<file path="config.mk">
export PLATFORM = sky130hd
export DESIGN_NAME = analog_switch_seq_flat
export DESIGN_NICKNAME = d
export VERILOG_FILES = /design/src/rtl/analog_switch_seq_pkg.sv /design/src/rtl/analog_switch_seq_if.sv /design/src/rtl/analog_switch_seq_sel.sv /design/src/rtl/analog_switch_seq.sv /design/src/flat_wrapper.sv
export SDC_FILE = /design/constraint.sdc
export NUM_CORES = 1
export LEC_CHECK = 0
export CAP_MARGIN = 20
export CORE_ASPECT_RATIO = 0.8
export CORE_UTILIZATION = 35
export DETAILED_ROUTE_END_ITERATION = 10
export DONT_BUFFER_PORTS = 1
export PLACE_DENSITY = 0.59
export SYNTH_ARGS = -nofsm -noshare
export SYNTH_HDL_FRONTEND = slang
export SYNTH_SLANG_ARGS = --single-unit
</file>
<file path="constraint.sdc">
create_clock -name clk_i -period 5.22 [get_ports clk_i]
set_input_delay 1.305 -clock clk_i [delete_from_list [all_inputs] [get_ports clk_i]]
set_output_delay 1.305 -clock clk_i [all_outputs]
set_load 0.005 [all_outputs]
</file>
<file path="src/rtl/analog_switch_seq_pkg.sv">
// Shared types and constants for the analog switch sequencer.
// Field widths, FSM state encoding and the safe (all-open) switch settings.
package analog_sw_pkg;

  localparam int unsigned PUD_W = 4;
  localparam int unsigned TR_W  = 3;
  localparam int unsigned LP_W  = 4;

  typedef enum logic [1:0] {
    IDLE,
    BREAK,
    MAKE_SETTLE
  } sw_state_e;

  localparam logic [PUD_W-1:0] PUD_SAFE = '0;
  localparam logic [TR_W-1:0]  TR_SAFE  = '0;
  localparam logic [LP_W-1:0]  LP_SAFE  = '0;

endpackage

</file>
<file path="src/rtl/analog_switch_seq_if.sv">
// Request/status bundle between the PCI register block and the switch sequencer.
// Signal suffixes are from the sequencer's point of view.
interface analog_switch_seq_if;

  logic                           cfg_wr_i;
  logic [analog_sw_pkg::PUD_W-1:0] pud_sel_i;
  logic [analog_sw_pkg::TR_W-1:0]  tr_sel_i;
  logic [analog_sw_pkg::LP_W-1:0]  lp_sel_i;
  logic                           busy_o;
  logic                           done_o;
  logic                           rej_o;
  logic [analog_sw_pkg::PUD_W-1:0] rb_pud_o;
  logic [analog_sw_pkg::TR_W-1:0]  rb_tr_o;
  logic [analog_sw_pkg::LP_W-1:0]  rb_lp_o;

  modport master (
    output cfg_wr_i, pud_sel_i, tr_sel_i, lp_sel_i,
    input  busy_o, done_o, rej_o, rb_pud_o, rb_tr_o, rb_lp_o
  );

  modport slave (
    input  cfg_wr_i, pud_sel_i, tr_sel_i, lp_sel_i,
    output busy_o, done_o, rej_o, rb_pud_o, rb_tr_o, rb_lp_o
  );

endinterface

</file>
<file path="src/rtl/analog_switch_seq_sel.sv">
// Switch setting to switch drive mapping (purely combinational).
// The top pud bit drives both legs of the lvds pair; loop N is the complement of loop P.
module analog_switch_sel
  import analog_sw_pkg::*;
(
  input  logic [PUD_W-1:0] pud_sel_i,
  input  logic [TR_W-1:0]  tr_sel_i,
  input  logic [LP_W-1:0]  lp_sel_i,
  output logic [PUD_W:0]   pud_ctr_o,
  output logic [TR_W-1:0]  tr_ctr_o,
  output logic [LP_W-1:0]  lph_ctr_o,
  output logic [LP_W-1:0]  lpl_ctr_o
);

  assign pud_ctr_o = {pud_sel_i[PUD_W-1], pud_sel_i};
  assign tr_ctr_o  = tr_sel_i;
  assign lph_ctr_o = lp_sel_i;
  assign lpl_ctr_o = ~lp_sel_i;

endmodule

</file>
<file path="src/rtl/analog_switch_seq.sv">
// Break-before-make sequencer: applies PCI switch requests to the switch drives,
// opening dropped switches first, closing new ones after BREAK_CYC, reporting done after SETTLE_CYC.
module analog_switch_seq
  import analog_sw_pkg::*;
#(
  parameter int unsigned BREAK_CYC  = 100,
  parameter int unsigned SETTLE_CYC = 1000,
  parameter int unsigned CNT_W      = 16
) (
  input  logic                 clk_i,
  input  logic                 rst_n_i,
  analog_switch_seq_if.slave   cfg,
  output logic [PUD_W:0]       pud_ctr_o,
  output logic [TR_W-1:0]      tr_ctr_o,
  output logic [LP_W-1:0]      lph_ctr_o,
  output logic [LP_W-1:0]      lpl_ctr_o
);

  localparam logic [CNT_W-1:0] BREAK_LD  = CNT_W'(BREAK_CYC - 1);
  localparam logic [CNT_W-1:0] SETTLE_LD = CNT_W'(SETTLE_CYC - 1);

  sw_state_e        r_state, w_state_nxt;
  logic [CNT_W-1:0] r_timer, w_timer_nxt;

  logic [PUD_W-1:0] r_app_pud, w_app_pud_nxt, r_tgt_pud, w_tgt_pud_nxt, r_rb_pud, w_rb_pud_nxt;
  logic [TR_W-1:0]  r_app_tr,  w_app_tr_nxt,  r_tgt_tr,  w_tgt_tr_nxt,  r_rb_tr,  w_rb_tr_nxt;
  logic [LP_W-1:0]  r_app_lp,  w_app_lp_nxt,  r_tgt_lp,  w_tgt_lp_nxt,  r_rb_lp,  w_rb_lp_nxt;

  logic r_busy, w_busy_nxt;
  logic r_done, w_done_nxt;
  logic r_rej,  w_rej_nxt;

  logic [PUD_W:0]  r_pud_ctr, w_pud_ctr;
  logic [TR_W-1:0] r_tr_ctr,  w_tr_ctr;
  logic [LP_W-1:0] r_lph_ctr, w_lph_ctr;
  logic [LP_W-1:0] r_lpl_ctr, w_lpl_ctr;

  logic w_req_same;
  assign w_req_same = ({cfg.pud_sel_i, cfg.tr_sel_i, cfg.lp_sel_i} ==
                       {r_app_pud, r_app_tr, r_app_lp});

  always_comb begin
    w_state_nxt   = r_state;
    w_timer_nxt   = r_timer;
    w_app_pud_nxt = r_app_pud;
    w_app_tr_nxt  = r_app_tr;
    w_app_lp_nxt  = r_app_lp;
    w_tgt_pud_nxt = r_tgt_pud;
    w_tgt_tr_nxt  = r_tgt_tr;
    w_tgt_lp_nxt  = r_tgt_lp;
    w_rb_pud_nxt  = r_rb_pud;
    w_rb_tr_nxt   = r_rb_tr;
    w_rb_lp_nxt   = r_rb_lp;
    w_busy_nxt    = r_busy;
    w_done_nxt    = 1'b0;
    w_rej_nxt     = 1'b0;

    if (r_state != IDLE && cfg.cfg_wr_i)
      w_rej_nxt = 1'b1;

    case (r_state)
      IDLE: begin
        if (cfg.cfg_wr_i) begin
          w_tgt_pud_nxt = cfg.pud_sel_i;
          w_tgt_tr_nxt  = cfg.tr_sel_i;
          w_tgt_lp_nxt  = cfg.lp_sel_i;
          if (w_req_same) begin
            w_done_nxt = 1'b1;
          end else begin
            // Break: only switches going 1->0 open now.
            w_app_pud_nxt = r_app_pud & cfg.pud_sel_i;
            w_app_tr_nxt  = r_app_tr  & cfg.tr_sel_i;
            w_app_lp_nxt  = r_app_lp  & cfg.lp_sel_i;
            w_busy_nxt    = 1'b1;
            w_timer_nxt   = BREAK_LD;
            w_state_nxt   = BREAK;
          end
        end
      end
      BREAK: begin
        if (r_timer == '0) begin
          w_app_pud_nxt = r_tgt_pud;
          w_app_tr_nxt  = r_tgt_tr;
          w_app_lp_nxt  = r_tgt_lp;
          w_rb_pud_nxt  = r_tgt_pud;
          w_rb_tr_nxt   = r_tgt_tr;
          w_rb_lp_nxt   = r_tgt_lp;
          w_timer_nxt   = SETTLE_LD;
          w_state_nxt   = MAKE_SETTLE;
        end else begin
          w_timer_nxt = r_timer - CNT_W'(1);
        end
      end
      MAKE_SETTLE: begin
        if (r_timer == '0) begin
          w_busy_nxt  = 1'b0;
          w_done_nxt  = 1'b1;
          w_state_nxt = IDLE;
        end else begin
          w_timer_nxt = r_timer - CNT_W'(1);
        end
      end
      default: w_state_nxt = IDLE;
    endcase
  end

  // Mapping is fed from the next applied value so the registered drives
  // change in the same cycle as the applied registers.
  analog_switch_sel u_sel (
    .pud_sel_i (w_app_pud_nxt),
    .tr_sel_i  (w_app_tr_nxt),
    .lp_sel_i  (w_app_lp_nxt),
    .pud_ctr_o (w_pud_ctr),
    .tr_ctr_o  (w_tr_ctr),
    .lph_ctr_o (w_lph_ctr),
    .lpl_ctr_o (w_lpl_ctr)
  );

  always_ff @(posedge clk_i or negedge rst_n_i) begin
    if (!rst_n_i) begin
      r_state   <= IDLE;
      r_timer   <= '0;
      r_app_pud <= PUD_SAFE;
      r_app_tr  <= TR_SAFE;
      r_app_lp  <= LP_SAFE;
      r_tgt_pud <= PUD_SAFE;
      r_tgt_tr  <= TR_SAFE;
      r_tgt_lp  <= LP_SAFE;
      r_rb_pud  <= PUD_SAFE;
      r_rb_tr   <= TR_SAFE;
      r_rb_lp   <= LP_SAFE;
      r_busy    <= 1'b0;
      r_done    <= 1'b0;
      r_rej     <= 1'b0;
      r_pud_ctr <= '0;
      r_tr_ctr  <= '0;
      r_lph_ctr <= '0;
      r_lpl_ctr <= '1;
    end else begin
      r_state   <= w_state_nxt;
      r_timer   <= w_timer_nxt;
      r_app_pud <= w_app_pud_nxt;
      r_app_tr  <= w_app_tr_nxt;
      r_app_lp  <= w_app_lp_nxt;
      r_tgt_pud <= w_tgt_pud_nxt;
      r_tgt_tr  <= w_tgt_tr_nxt;
      r_tgt_lp  <= w_tgt_lp_nxt;
      r_rb_pud  <= w_rb_pud_nxt;
      r_rb_tr   <= w_rb_tr_nxt;
      r_rb_lp   <= w_rb_lp_nxt;
      r_busy    <= w_busy_nxt;
      r_done    <= w_done_nxt;
      r_rej     <= w_rej_nxt;
      r_pud_ctr <= w_pud_ctr;
      r_tr_ctr  <= w_tr_ctr;
      r_lph_ctr <= w_lph_ctr;
      r_lpl_ctr <= w_lpl_ctr;
    end
  end

  assign cfg.busy_o   = r_busy;
  assign cfg.done_o   = r_done;
  assign cfg.rej_o    = r_rej;
  assign cfg.rb_pud_o = r_rb_pud;
  assign cfg.rb_tr_o  = r_rb_tr;
  assign cfg.rb_lp_o  = r_rb_lp;

  assign pud_ctr_o = r_pud_ctr;
  assign tr_ctr_o  = r_tr_ctr;
  assign lph_ctr_o = r_lph_ctr;
  assign lpl_ctr_o = r_lpl_ctr;

endmodule

</file>
<file path="src/flat_wrapper.sv">
// flat-port wrapper written by rule: the top's interface ports become plain ports
module analog_switch_seq_flat import analog_sw_pkg::*;
#(
  parameter int unsigned BREAK_CYC  = 100,
  parameter int unsigned SETTLE_CYC = 1000,
  parameter int unsigned CNT_W      = 16
)
  (clk_i, rst_n_i, pud_ctr_o, tr_ctr_o, lph_ctr_o, lpl_ctr_o, cfg_cfg_wr_i, cfg_pud_sel_i, cfg_tr_sel_i, cfg_lp_sel_i, cfg_busy_o, cfg_done_o, cfg_rej_o, cfg_rb_pud_o, cfg_rb_tr_o, cfg_rb_lp_o);
  analog_switch_seq_if cfg_i ();
  input  logic clk_i;
  input  logic rst_n_i;
  output logic [PUD_W:0] pud_ctr_o;
  output logic [TR_W-1:0] tr_ctr_o;
  output logic [LP_W-1:0] lph_ctr_o;
  output logic [LP_W-1:0] lpl_ctr_o;
  input wire logic [$bits(cfg_i.cfg_wr_i)-1:0] cfg_cfg_wr_i;
  input wire logic [$bits(cfg_i.pud_sel_i)-1:0] cfg_pud_sel_i;
  input wire logic [$bits(cfg_i.tr_sel_i)-1:0] cfg_tr_sel_i;
  input wire logic [$bits(cfg_i.lp_sel_i)-1:0] cfg_lp_sel_i;
  output wire logic [$bits(cfg_i.busy_o)-1:0] cfg_busy_o;
  output wire logic [$bits(cfg_i.done_o)-1:0] cfg_done_o;
  output wire logic [$bits(cfg_i.rej_o)-1:0] cfg_rej_o;
  output wire logic [$bits(cfg_i.rb_pud_o)-1:0] cfg_rb_pud_o;
  output wire logic [$bits(cfg_i.rb_tr_o)-1:0] cfg_rb_tr_o;
  output wire logic [$bits(cfg_i.rb_lp_o)-1:0] cfg_rb_lp_o;
  assign cfg_i.cfg_wr_i = cfg_cfg_wr_i;
  assign cfg_i.pud_sel_i = cfg_pud_sel_i;
  assign cfg_i.tr_sel_i = cfg_tr_sel_i;
  assign cfg_i.lp_sel_i = cfg_lp_sel_i;
  assign cfg_busy_o = cfg_i.busy_o;
  assign cfg_done_o = cfg_i.done_o;
  assign cfg_rej_o = cfg_i.rej_o;
  assign cfg_rb_pud_o = cfg_i.rb_pud_o;
  assign cfg_rb_tr_o = cfg_i.rb_tr_o;
  assign cfg_rb_lp_o = cfg_i.rb_lp_o;
  analog_switch_seq #(.BREAK_CYC(BREAK_CYC), .SETTLE_CYC(SETTLE_CYC), .CNT_W(CNT_W)) u_core (.clk_i(clk_i), .rst_n_i(rst_n_i), .cfg(cfg_i), .pud_ctr_o(pud_ctr_o), .tr_ctr_o(tr_ctr_o), .lph_ctr_o(lph_ctr_o), .lpl_ctr_o(lpl_ctr_o));
endmodule
</file>
==> results by group, run 1 <==
Status
  – Status: finished, final reports clean

CTS
  – Post_cts resized: 0
  – Clock latency on the worst-skew pair: ~0.34 ns
  – H-tree levels: 3
  – Reg clk slew, reported paths: roughly 0.070 ns
  – Post-CTS Hold Buffers: 0
  – CTS tree: built
  – Total CTS buffers: 9
  – CTS Sinks: 58
  – Clk buf depth: 2
  – Post-CTS Setup Inserts: 0
  – CTS root buf: clkbuf_8

Floorplan
  – Chip height: roughly 85 um
  – Core area: 0.00813 sq mm
  – # rows: 29
  – Initial core utilization: 36.9%
  – Die Span X: between 100 and 150 um
  – Die Footprint: 0.00893 sq mm
  – Ports: 44

Worst setup path
  – Slowest library cell on the worst path: nor4_1
  – Crit. Startpoint: cfg_lp_sel_i[1]
  – Flop2flop setup slack: 2.38 ns
  – Worst Setup End Kind: flop
  – Setup crit start kind: primary input
  – Crit path kind: primary input to flop
  – CP max stage delay: around 0.6 ns
  – Arrival time at the worst endpoint: 3.39 ns
  – WP data required: 5.45 ns
  – Crit path max fanout: 22
  – Reg-to-reg endpoint: u_core.r_timer[1]
  – Reg2reg start: u_core.r_timer[0]
  – Worst-path cell chain: ha_1, nor4_1, a41oi_2, buf_4, o221ai_2, mux2_2
  – R2r worst-path depth: 6

Yosys
  – Top cells by area, synth: dfrtp_1, mux2_2, ha_1
  – Avg Inst Size Synth: 11.5 sq um
  – Sequential share of the synthesized area: 48.6%
  – Post-synth cell types: 48
  – Yosys top cell area share: 45.1%
  – Largest area contributor in the netlist: dfrtp_1
  – Most used DFF post-synth: dfrtp_1
  – Ys async rst share: 100%
  – YS warnings: 0
  – Number of enable flip-flop cells after synthesis: 0
  – Synthesized Nets: 289
  – Synth Instances: 260
  – Synth Register Bits: 58
  – Post-Syn Area: 0.00300 sq mm

Layout
  – Ant. Diodes: 0
  – Final instance area: about 0.0033 sq mm
  – Final #Nets: approximately 290
  – Footprint of the multi-input gates: 0.00144 sq mm
  – Area Overhead vs Synth: 9.98%
  – Sequential cell area: 0.00146 sq mm
  – Share of post-route cells with drive strength above 1: between 20% and 30%
  – FILL cells: 811

Hold path
  – Hold_sp: u_core.r_tgt_lp[2]
  – Hold Crit Depth: 1
  – Worst Hold Endpoint: u_core.lpl_ctr_o[2]
  – Hold Crit Class: flop to flop

Timing
  – Max-slew violations: 0
  – Minimum clock period: approximately 3.2 ns
  – Endpoints failing setup: 0
  – Fin Hold WS: 0.475 ns
  – Crit share post-route: 60.6%
  – Setup ws final: 2.06 ns
  – Unrepaired setup endpoints after global routing: no
  – Max_slew headroom: about a third
  – Final hold vios: 0
  – Setup TNS: 0 ns
  – Final Skew: 0.00659 ns
  – Worst-Margin Slew: slightly above 1 ns
  – FMAX: 316 MHz

Placed design
  – Dpl cell area: a little over 0.003 sq mm
  – Routability Congestion: just over 0.8
  – DP HPWL: 4600 um
  – Place WS: 1.71 ns
  – I/O Buffers: 0

Drt
  – First-pass iteration count of the detailed router: 5
  – 1st-iter DRT viols: about 180
  – Routed length per instance: 17.9 um
  – Vias: 2,099
  – Total Routed Length: 6730 um
  – Antenna-violating nets left: 0
  – DRC violations left: 0
  – Post-detailed-route via-to-cell ratio: around 5.6

Pwr
  – Flop pwr share: 39.3%
  – Leak Pwr: 1.43 nW
  – Psw: roughly 0.0008 W
  – Pwr dens: 627 mW/mm^2
  – Clk network pwr share: about 23%
  – Tot Pwr: 0.00207 W
  – Net Sw Frac: a little under 40%
  – Internal power: 0.00125 W
  – Gate power share: 38.1%
  – Peak VDD IR: between 0.0002 and 0.0003 V

Global route
  – Pin count of the biggest net entering global routing: 59
  – First-pass GRT wire length: about 11,000 um
  – GRT Overall Usage: between 10% and 20%
  – Vias in the first global route: 2,128
  – Global route overflow: 0
  – Initial antenna violation count: 0

Flow run
  – Max-cap violations: 0
-- synthesized netlist by cell type, types with 3 or more instances --
master / n
dfrtp_1: 54
mux2_2: 24
a21oi_1: 19
ha_1: 15
nand2_1: 15
o21ai_0: 15
nor2_1: 13
a31oi_1: 8
inv_1: 8
mux2i_1: 8
and2_1: 5
buf_2: 5
nor3_1: 5
a221o_1: 4
a221oi_1: 4
a22o_1: 4
buf_4: 4
dfstp_2: 4
nand4_1: 4
o21a_1: 3
o31ai_1: 3
-- logic make-up after synthesis --
family | count (synthesis) | synth area share (%)
compound gates | 71 | 16.8
simple gates | 63 | 12.7
flops | 58 | 48.6
mux | 33 | 12.1
buf+inv | 19 | 3.34
fa+ha+maj | 15 | 6.27
xor+xnor | 1 | 0.292
-- how the worst max path moves through the flow --
stage,to,slack [ns],cells after the start
after global placement,u_core.r_timer[1],1.78,6
after floorplan,u_core.r_state[0],2.22,6
after global routing,u_core.r_timer[0],1.94,6
after detailed placement,u_core.r_timer[1],1.71,6
final,u_core.r_timer[1],2.06,6
after CTS,u_core.r_timer[0],2.08,6
-- per-stage QoR --
step	instances	util (%)
floorplan	260	-
global placement	359	37.8
detailed placement	359	37.8
CTS	375	40.5
global route	375	40.5
finish	375	40.5
-- sequential cells by signal, indices dropped and copies added, names as in the netlist --
signal and count:
u_core.cfg.busy_o 1, u_core.r_timer 16, u_core.cfg.rej_o 1, u_core.r_tgt_tr 3, u_core.lpl_ctr_o 4, u_core.cfg.rb_lp_o 4
u_core.r_app_lp 4, u_core.cfg.rb_pud_o 4, u_core.cfg.rb_tr_o 3, u_core.cfg.done_o 1, u_core.r_state 2, u_core.r_app_tr 3
u_core.r_tgt_pud 4, u_core.r_tgt_lp 4, u_core.r_app_pud 4
-- worst max-delay path, delay by kind of cell --
family	cells	cell delay, ns
adder cells (fa/ha/maj)	1	0.27
buffers and inverters	1	0.25
AND/OR/NAND/NOR	1	0.59
multiplexers	1	0.41
AO/OA/AOI/OAI	2	0.55
-- routing by layer --
metal  track usage (%)  routed length, um
met5                 0                  0
met4              7.43                 92
met3              4.81                429
met2              23.3               2960
met1              23.3               3240
-- layout make-up --
class,count,share of cell area (%)
clock buffers,11,4.29
inverters,8,0.912
well taps,108,4.10
multi-input cells,183,43.7
clock inverters,5,2.35
flip-flops and latches,58,44.2
repair buffers,2,0.456
-- power groups by stage --
stage	Clock, W	Combinational [W]	Sequential, W
final	0.000465	0.000787	0.000812
after global routing	0.000497	0.000879	0.000841
after CTS	0.000476	0.000789	0.000814
after detailed placement	0	0.000789	0.000820
after global placement	0	0.000771	0.000813
after floorplan	0	0.000657	0.000769
-- cell usage in the layout, fill, tap and decap left out, drive strengths merged, types with 5 or more instances in the layout --
cell type	Yosys	routed
a21oi	19	19
a31oi	8	8
and2	5	5
clkbuf	1	11
dfrtp	54	54
ha	15	15
inv	8	8
mux2	25	25
mux2i	8	8
nand2	16	16
nand4	5	5
nor2	13	13
nor3	7	7
o21ai	15	15
(Power assumes the default switching activity.)
==> inputs of run 2 (changes only) <==
==> constraint.sdc (replaced) <==
create_clock -name clk_i -period 3.17 [get_ports clk_i]
set_input_delay 0.7925 -clock clk_i [delete_from_list [all_inputs] [get_ports clk_i]]
set_output_delay 0.7925 -clock clk_i [all_outputs]
set_load 0.005 [all_outputs]
==> run 2 against run 1 <==
  * Via count rose by 2.9%
  * Core utilization up 0.43 points
  * Sequential power increased by 65%
  * Non-clock buffer count up 11
  * Wire length up 0.80%
  * Worst hold slack got worse by 0.33 ns
  * Setup slack got worse by 1.2 ns
  * Total power up 61%
  * Highest routed layer unchanged
==> results by group, run 2 (synthesis gave the netlist of run 1 again) <==
Status
  – Status: finished, final reports clean

Worst setup path
  – WP data required: 3.40 ns (-2.05 ns)
  – Largest delay share family, worst path: compound AO/OA/AOI/OAI gates
  – Reg-to-reg endpoint: u_core.r_timer[7]
  – Crit path kind: flop to flop
  – Reg2reg start: u_core.r_timer[11]
  – CP max stage delay: 0.62 ns (+0.03 ns)
  – Crit path buffers/inverters: 1 (unchanged)
  – Setup crit start kind: flop
  – Crit path max fanout: 15 (-32%)
  – Slowest library cell on the worst path: o221ai_2
  – Flop2flop setup slack: 0.86 ns (-1.52 ns)
  – Worst-path cell chain: nor4_4, nand4_1, o221ai_2, buf_4, o21ai_0, o41ai_1
  – R2r worst-path depth: 6 (unchanged)
  – Worst Setup End Kind: flop
  – Arrival time at the worst endpoint: 2.54 ns (-0.85 ns)

Floorplan
  – Die Span X: 105 um (unchanged)
  – Ports: 44 (unchanged)
  – Initial core utilization: 36.9% (unchanged)
  – Core area: 0.00813 sq mm (unchanged)
  – Die Footprint: 0.00893 sq mm (unchanged)
  – Chip height: 84.7 um (unchanged)
  – # rows: 29 (unchanged)

Timing
  – Worst-Margin Slew: 0.708 ns (-0.299 ns)
  – Setup TNS: 0 ns (unchanged)
  – Final hold vios: 0 (unchanged)
  – Max-slew violations: 0 (unchanged)
  – Max_slew headroom: 52.8% (+20 points)
  – Crit share post-route: 72.9%
  – Unrepaired setup endpoints after global routing: no
  – FMAX: 433 MHz
  – Final Skew: 0.00905 ns (+0.00247 ns)
  – Minimum clock period: 2.31 ns
  – Endpoints failing setup: 0 (unchanged)
  – Fin Hold WS: 0.141 ns (-0.333 ns)

CTS
  – Post-CTS Setup Inserts: 0 (unchanged)
  – CTS root buf: clkbuf_8
  – CTS tree: built
  – Clock latency on the worst-skew pair: 0.34 ns (about the same)
  – CTS Sinks: 58 (unchanged)
  – Reg clk slew, reported paths: 0.07 ns (about the same)
  – Post_cts resized: 0 (unchanged)
  – Post-CTS Hold Buffers: 0 (unchanged)
  – Total CTS buffers: 9 (unchanged)
  – Clk buf depth: 2 (unchanged)
  – H-tree levels: 3 (unchanged)

Global route
  – Initial antenna violation count: 0 (unchanged)
  – First-pass GRT wire length: 11,000 um (-1.7%)
  – Vias in the first global route: 2,064 (-3.0%)
  – GRT Overall Usage: 16.5% (-0.042 points)
  – Pin count of the biggest net entering global routing: 59 (unchanged)
  – Global route overflow: 0 (unchanged)

Drt
  – Routed length per instance: 17.6 um (-2.1%)
  – Total Routed Length: 6780 um (+0.80%)
  – 1st-iter DRT viols: 132 (-27%)
  – DRC violations left: 0 (unchanged)
  – Post-detailed-route via-to-cell ratio: 5.59 (about the same)
  – First-pass iteration count of the detailed router: 4 (-1)
  – Vias: 2,159 (+2.9%)
  – Antenna-violating nets left: 0 (unchanged)

Placed design
  – Cells after DPL: 370 (+3.1%)
  – Dpl cell area: 0.00316 sq mm (+2.7%)
  – DP HPWL: 4820 um (+4.7%)
  – Routability Congestion: 0.859 (+4.0%)
  – I/O Buffers: 0 (unchanged)

Layout
  – Max reg flops: 16 (unchanged)
  – Most flops, register: u_core.r_timer
  – Footprint of the multi-input gates: 0.00144 sq mm (unchanged)
  – Final #Nets: 302 (+3.8%)
  – Final instance area: 0.00333 sq mm (+1.1%)
  – Most common cell after layout, fill and taps aside: dfrtp_1
  – Final Core Density: 41.0% (+0.43 points)
  – FILL cells: 778 (-4.1%)
  – Share of post-route cells with drive strength above 1: 24.5% (+3.1 points)
  – Commonest non-fill, non-tap cells in the layout: dfrtp_1, mux2_2, a21oi_1
  – Post-route insts no fill: 386 (+2.9%)
  – Area Overhead vs Synth: 11.2%
  – Sequential cell area: 0.00146 sq mm (unchanged)
  – Ant. Diodes: 0 (unchanged)

Pwr
  – Peak VDD IR: 0.000450 V (+77%)
  – Pwr dens: 999 mW/mm^2 (+59%)
  – Leak Pwr: 1.46 nW (+2.2%)

Hold path
  – Hold Crit Class: primary input to asynchronous set/reset pin

Flow run
  – Max-cap violations: 0 (unchanged)
## run 2: cell types whose count changed in the layout (fill, tap and decap cells not counted), sizes merged
cell / change
clkinvlp: +1
bufinv: -2
buf: +11
clkinv: +1
## run 2: worst register-to-register path, stage by stage, from the launching register on
cell      delay (ns)
dfrtp_1         0.47
nor4_4          0.43
nand4_1         0.27
o221ai_2        0.62
buf_4           0.26
o21ai_0         0.09
o41ai_1         0.07
## run 2: power by group
group / leakage (nW) / internal [W] / switching, W
logic: 0.651 / 0.000628 / 0.000754
registers: 0.724 / 0.00105 / 0.000289
clock network: 0.0851 / 0.000300 / 0.000305
## run 2: metal layers
| metal | track usage, % | vias to the layer above | share of wire, % |
|---|---|---|---|
| li1 | - | 1012 | - |
| met1 | 23.5 | 1072 | 48 |
| met2 | 22.4 | 65 | 43 |
| met3 | 5.28 | 10 | 7.4 |
| met4 | 7.55 | 0 | 1.4 |
| met5 | 0 | - | 0 |
## run 2: layout make-up
cell class | instances | area share (%)
sequential | 58 | 43.7
timing repair buffer | 13 | 2.93
tap | 108 | 4.06
inverter | 8 | 0.902
clock inverter | 5 | 0.902
multi-input combinational | 183 | 43.2
clock buffer | 11 | 4.25
## run 2: worst max-delay path by stage
stage | from | endpoint | slack [ns] | cells past startpoint
6_report | u_core.r_timer[11] | u_core.r_timer[7] | 0.86 | 6
2_1_floorplan | cfg_tr_sel_i[1] | u_core.r_state[0] | 0.68 | 6
3_3_place_gp | cfg_tr_sel_i[1] | u_core.r_state[0] | 0.61 | 6
3_5_place_dp | cfg_tr_sel_i[1] | u_core.r_state[0] | 0.54 | 6
5_1_grt | u_core.r_timer[11] | u_core.r_timer[7] | 0.62 | 6
4_1_cts | u_core.r_timer[11] | u_core.r_timer[7] | 0.86 | 6
## run 2: per-stage QoR
stage	setup WS, ns	power, W
after CTS	0.859	0.00335
after floorplan	0.681	0.00235
after global placement	0.606	0.00270
after detailed placement	0.541	0.00274
final	0.858	0.00332
after global routing	0.622	0.00357
